## src/rtl/int_pkg.sv

```systemverilog
// rtl/int_pkg.sv - shared types and defaults for the interrupt controller
package int_pkg;

  typedef enum logic [1:0] {
    ST_IDLE    = 2'd0,
    ST_REQ     = 2'd1,
    ST_SERVICE = 2'd2,
    ST_RESTORE = 2'd3
  } state_t;

  localparam int MISS_W_DEF = 4;

endpackage

```

## src/rtl/int_controller_edge_detect.sv

```systemverilog
// rtl/int_controller_edge_detect.sv - rising-edge detector on a clk-synchronous input
// The history register resets to 1 so a level held high across reset gives no edge.
module edge_detect (
  input  logic clk,
  input  logic rst,
  input  logic in,
  output logic rise
);

  logic r_prev;

  always_ff @(posedge clk or posedge rst) begin
    if (rst) r_prev <= 1'b1;
    else     r_prev <= in;
  end

  assign rise = in & ~r_prev;

endmodule

```

## src/rtl/int_controller.sv

```systemverilog
// rtl/int_controller.sv - single-source interrupt controller with C/Z shadowing
// Latches button edges, requests service, saves flags on ack and restores on RETIE.
module int_controller
  import int_pkg::*;
#(
  parameter int MISS_W = MISS_W_DEF
) (
  input  logic              clk,
  input  logic              rst,
  input  logic              int_in,
  input  logic              sei,
  input  logic              cli,
  input  logic              ack,
  input  logic              retie,
  input  logic              flg_c,
  input  logic              flg_z,
  output logic              int_req,
  output logic              i_flag,
  output logic              shadow_c,
  output logic              shadow_z,
  output logic              restore,
  output logic [MISS_W-1:0] miss_cnt
);

  state_t            r_state;
  state_t            w_next;
  logic              r_pending;
  logic              r_i_flag;
  logic              r_shadow_c;
  logic              r_shadow_z;
  logic [MISS_W-1:0] r_miss_cnt;
  logic              w_edge;
  logic              w_take_ack;
  logic              w_en_ctl;

  edge_detect u_edge (
    .clk  (clk),
    .rst  (rst),
    .in   (int_in),
    .rise (w_edge)
  );

  assign w_take_ack = (r_state == ST_REQ) && ack;
  assign w_en_ctl   = (r_state == ST_IDLE) || (r_state == ST_REQ);

  always_ff @(posedge clk or posedge rst) begin
    if (rst) r_state <= ST_IDLE;
    else     r_state <= w_next;
  end

  always_comb begin
    w_next = r_state;
    case (r_state)
      ST_IDLE:    if (r_pending && r_i_flag) w_next = ST_REQ;
      ST_REQ: begin
        if (ack)      w_next = ST_SERVICE;
        else if (cli) w_next = ST_IDLE;
      end
      ST_SERVICE: if (retie) w_next = ST_RESTORE;
      ST_RESTORE: w_next = ST_IDLE;
      default:    w_next = ST_IDLE;
    endcase
  end

  // An edge coinciding with ack keeps pending set and is not counted as a miss.
  always_ff @(posedge clk or posedge rst) begin
    if (rst) begin
      r_pending  <= 1'b0;
      r_miss_cnt <= '0;
    end else begin
      if (w_edge)          r_pending <= 1'b1;
      else if (w_take_ack) r_pending <= 1'b0;
      if (w_edge && r_pending && !w_take_ack && !(&r_miss_cnt))
        r_miss_cnt <= r_miss_cnt + 1'b1;
    end
  end

  always_ff @(posedge clk or posedge rst) begin
    if (rst) begin
      r_i_flag   <= 1'b0;
      r_shadow_c <= 1'b0;
      r_shadow_z <= 1'b0;
    end else begin
      if (w_take_ack) begin
        r_i_flag   <= 1'b0;
        r_shadow_c <= flg_c;
        r_shadow_z <= flg_z;
      end else if (r_state == ST_RESTORE) begin
        r_i_flag <= 1'b1;
      end else if (w_en_ctl) begin
        if (cli)      r_i_flag <= 1'b0;
        else if (sei) r_i_flag <= 1'b1;
      end
    end
  end

  assign int_req  = (r_state == ST_REQ);
  assign restore  = (r_state == ST_RESTORE);
  assign i_flag   = r_i_flag;
  assign shadow_c = r_shadow_c;
  assign shadow_z = r_shadow_z;
  assign miss_cnt = r_miss_cnt;

endmodule

```

## config.mk

```make
export PLATFORM = sky130hd
export DESIGN_NAME = int_controller
export DESIGN_NICKNAME = d
export VERILOG_FILES = /design/src/rtl/int_pkg.sv /design/src/rtl/int_controller_edge_detect.sv /design/src/rtl/int_controller.sv
export SDC_FILE = /design/constraint.sdc
export NUM_CORES = 1
export LEC_CHECK = 0
export ABC_AREA = 1
export CAP_MARGIN = 20
export CORE_MARGIN = 10
export CORE_UTILIZATION = 35
export DETAILED_ROUTE_END_ITERATION = 8
export GPL_ROUTABILITY_DRIVEN = 0
export PLACE_DENSITY = 0.66
export SLEW_MARGIN = 20
export SYNTH_ARGS = -nofsm -noshare
export SYNTH_HDL_FRONTEND = slang
export SYNTH_SLANG_ARGS = --single-unit
```

## constraint.sdc

```tcl
create_clock -name clk -period 1.72 [get_ports clk]
set_clock_uncertainty 0.15 [all_clocks]
set_input_delay 0.43 -clock clk [delete_from_list [all_inputs] [get_ports clk]]
set_output_delay 0.43 -clock clk [all_outputs]
set_load 0.01 [all_outputs]
```

==> run metrics <==
register area share after synthesis 50.46%; Starting Density 36.81%; Commonest cells post-synth nand2_1, dfrtp_1, inv_1; kind of end point of the critical path primary output; Clock Power Share 14.4%; post-place instance area 760.7 um^2; syn_nets 78; DP Worst Slack 53.34 ps; Total Power 1.246 mW; r2r setup slk 290 ps; Worst Path Required 1140 ps; Yosys top cell by area dfrtp_1; Synth-to-Final Area Change 46.35%; Pwr Density 1554 nW/um^2; HPWL Detailed 998.5 um; Fill cells 143; Root Buffer clkbuf_4; Avg Cell Area, Syn 8.059 um^2; internal power 0.7568 mW; ys flop type dfrtp_1; Fin Setup TNS 0 ps; Met2 Routed Length 588 um; 1st-iter DRT viols 7; IO Pins 18; Placed Instances 104; worst reg2reg startpoint miss_cnt[0]; worst reg-to-reg path cell count 7; max_cap viols 0; Final min period 1638 ps; pin count of the biggest net entering global routing 12; Post-route DRC 0; GRT overflow 0; total wire length 1278 um; max_slew headroom 72.97%; clk buf depth 2; initial antenna violation count 0; Worst R2R End miss_cnt[2]; RSZ-0062 raised after global routing no; WL met3 129 um; CTS H-tree lvls 1; most numerous cell in the Yosys netlist nand2_1; final non-filler cell total 112; Worst-path clk slew 70 ps; fin. max-slew vios 0; Final Hold Fails 0; via/cell ratio 4.750; Top Metal Used met4; Core Region 1489 um^2; Pleak 0.4538 nW; CTS Buf Count 3; worst vdd ir 0.6550 mV; vias in the first global route 531; critical path fanouts, max 3; clock sinks 11; outcome complete, no violations; leading post-synthesis cells by cell area dfrtp_1, nand2_1, inv_1; Post-synth ARST share 100.0%; EDFF count, synth 0; sw frac 39.27%; Setup CP Type flop to primary output; power share of the combinational group 50.8%; final setup fails 0; CTS Hold Bufs 0; synth warn 0; Slew @ Worst Pin 405.0 ps; mapped cell area 548.0 um^2; Rows 14; DRT met1 WL 544 um; Cells after Synth 68; CTS tree built; synthesized flop and latch total 11; worst skew pair latency 270 ps; Tot GR Track Use 8.204%; startpoint types flop; Post-DRT Antenna Nets 0; TritonRoute pass-1 iters 4; die area 3549 um^2; Tcrit/Tclk final 95.23%; layout cell share with drive strength beyond 1 16.67%; Max Clock Freq 610.5 MHz; post-synth cell types 15; ANT cells 0; routed length per instance 11.41 um; die height 59.57 um; first-pass GRT wire length 2256 um; register share of total power 34.8%; worst min path class input pin to asynchronous set/reset pin; I/O Buffers 17; Final Worst Setup Slack 82.02 ps; P_sw 0.4893 mW; die width 59.57 um; Final nets 107; Synth top area share 45.66%; Vias 532; cell area after layout 802.0 um^2; critical path data arrival time 1060 ps
worst max path at each step:
stage,cells past startpoint,startpoint,end
CTS,3,flop,int_req
global route,3,flop,int_req
finish,3,r_state[0],restore
floorplan,6,miss_cnt[0],miss_cnt[0]
detailed placement,7,int_in,miss_cnt[0]
global placement,7,int_in,miss_cnt[3]
cells in the final DEF, fill, tap and decap left out:
cell             synthesis  layout
buf_4                    0       7
dlygate4sd2_1            0       8
dfrtp_1                 10      10
o21ai_0                  2       2
a21oi_1                  4       4
inv_1                   10      10
clkbuf_4                 0       3
nand3_4                  1       1
clkdlybuf4s50_1          0       8
nand3_1                  4       4
nand4_1                  1       1
inv_2                    1       1
ha_1                     1       1
dfstp_2                  1       1
nor2_4                   1       1
clkbuf_1                 0       1
buf_2                    0       1
nand2_4                  1       1
nand2_1                 25      25
nor2_1                   5       5
xor2_1                   1       1
cell type report:
cell class              instances  area (um^2)  share of cell area, %
flip-flops and latches         11        276.5                  34.48
multi-input cells              46        230.2                  28.71
repair buffers                 24        207.7                  25.90
inverters                      11        41.29                  5.148
clock buffers                   4        26.28                  3.276
well taps                      16        20.02                  2.496
what timing repair did:
| item | 4_1_cts | 5_1_grt |
|---|---|---|
| setup endpoints to repair | 9 | 1 |
| gates resized for setup | 11 | 1 |
| setup buffers | 4 | 0 |
| cloned | 0 | 0 |
critical path, cell delays in order (launching register included):
cell and delay, ps:
dfrtp_1 400, nand2_1 70, inv_1 40, dlygate4sd2_1 270
per-stage QoR:
stage	utilization [%]	hold slack (ps)
after CTS	54.29	309.4
final	53.87	291.5
after detailed placement	51.09	327.5
after global routing	53.87	323.8
after global placement	51.09	313.7
after floorplan	-	131.7
logic make-up after synthesis:
group,count (synthesis),share of synthesized area (%)
AO/OA/AOI/OAI,6,5.480
flip-flops,11,50.46
adder cells (fa/ha/maj),1,2.283
XOR/XNOR,1,1.598
AND/OR/NAND/NOR,38,32.65
buffers and inverters,11,7.534
power groups by stage:
stage | clock (mW) | sequential [mW] | combinational [mW]
CTS | 0.186 | 0.434 | 0.654
finish | 0.179 | 0.433 | 0.634
global route | 0.201 | 0.449 | 0.713
floorplan | 0 | 0.511 | 0.258
global placement | 0 | 0.459 | 0.622
detailed placement | 0 | 0.463 | 0.629
layer usage:
metal / vias to the layer above / global-route usage [%]
met5: - / 0
met4: 0 / 3.846
met3: 2 / 4.936
met2: 15 / 13.08
met1: 249 / 8.354
li1: 266 / -
registers in the layout, summed over array words and instances (netlist names), named ones only:
signal / cells
i_flag: 1
miss_cnt: 4
r_pending: 1
r_state: 1
shadow_c: 1
shadow_z: 1
u_edge.r_prev: 1
(Power assumes the default switching activity.)
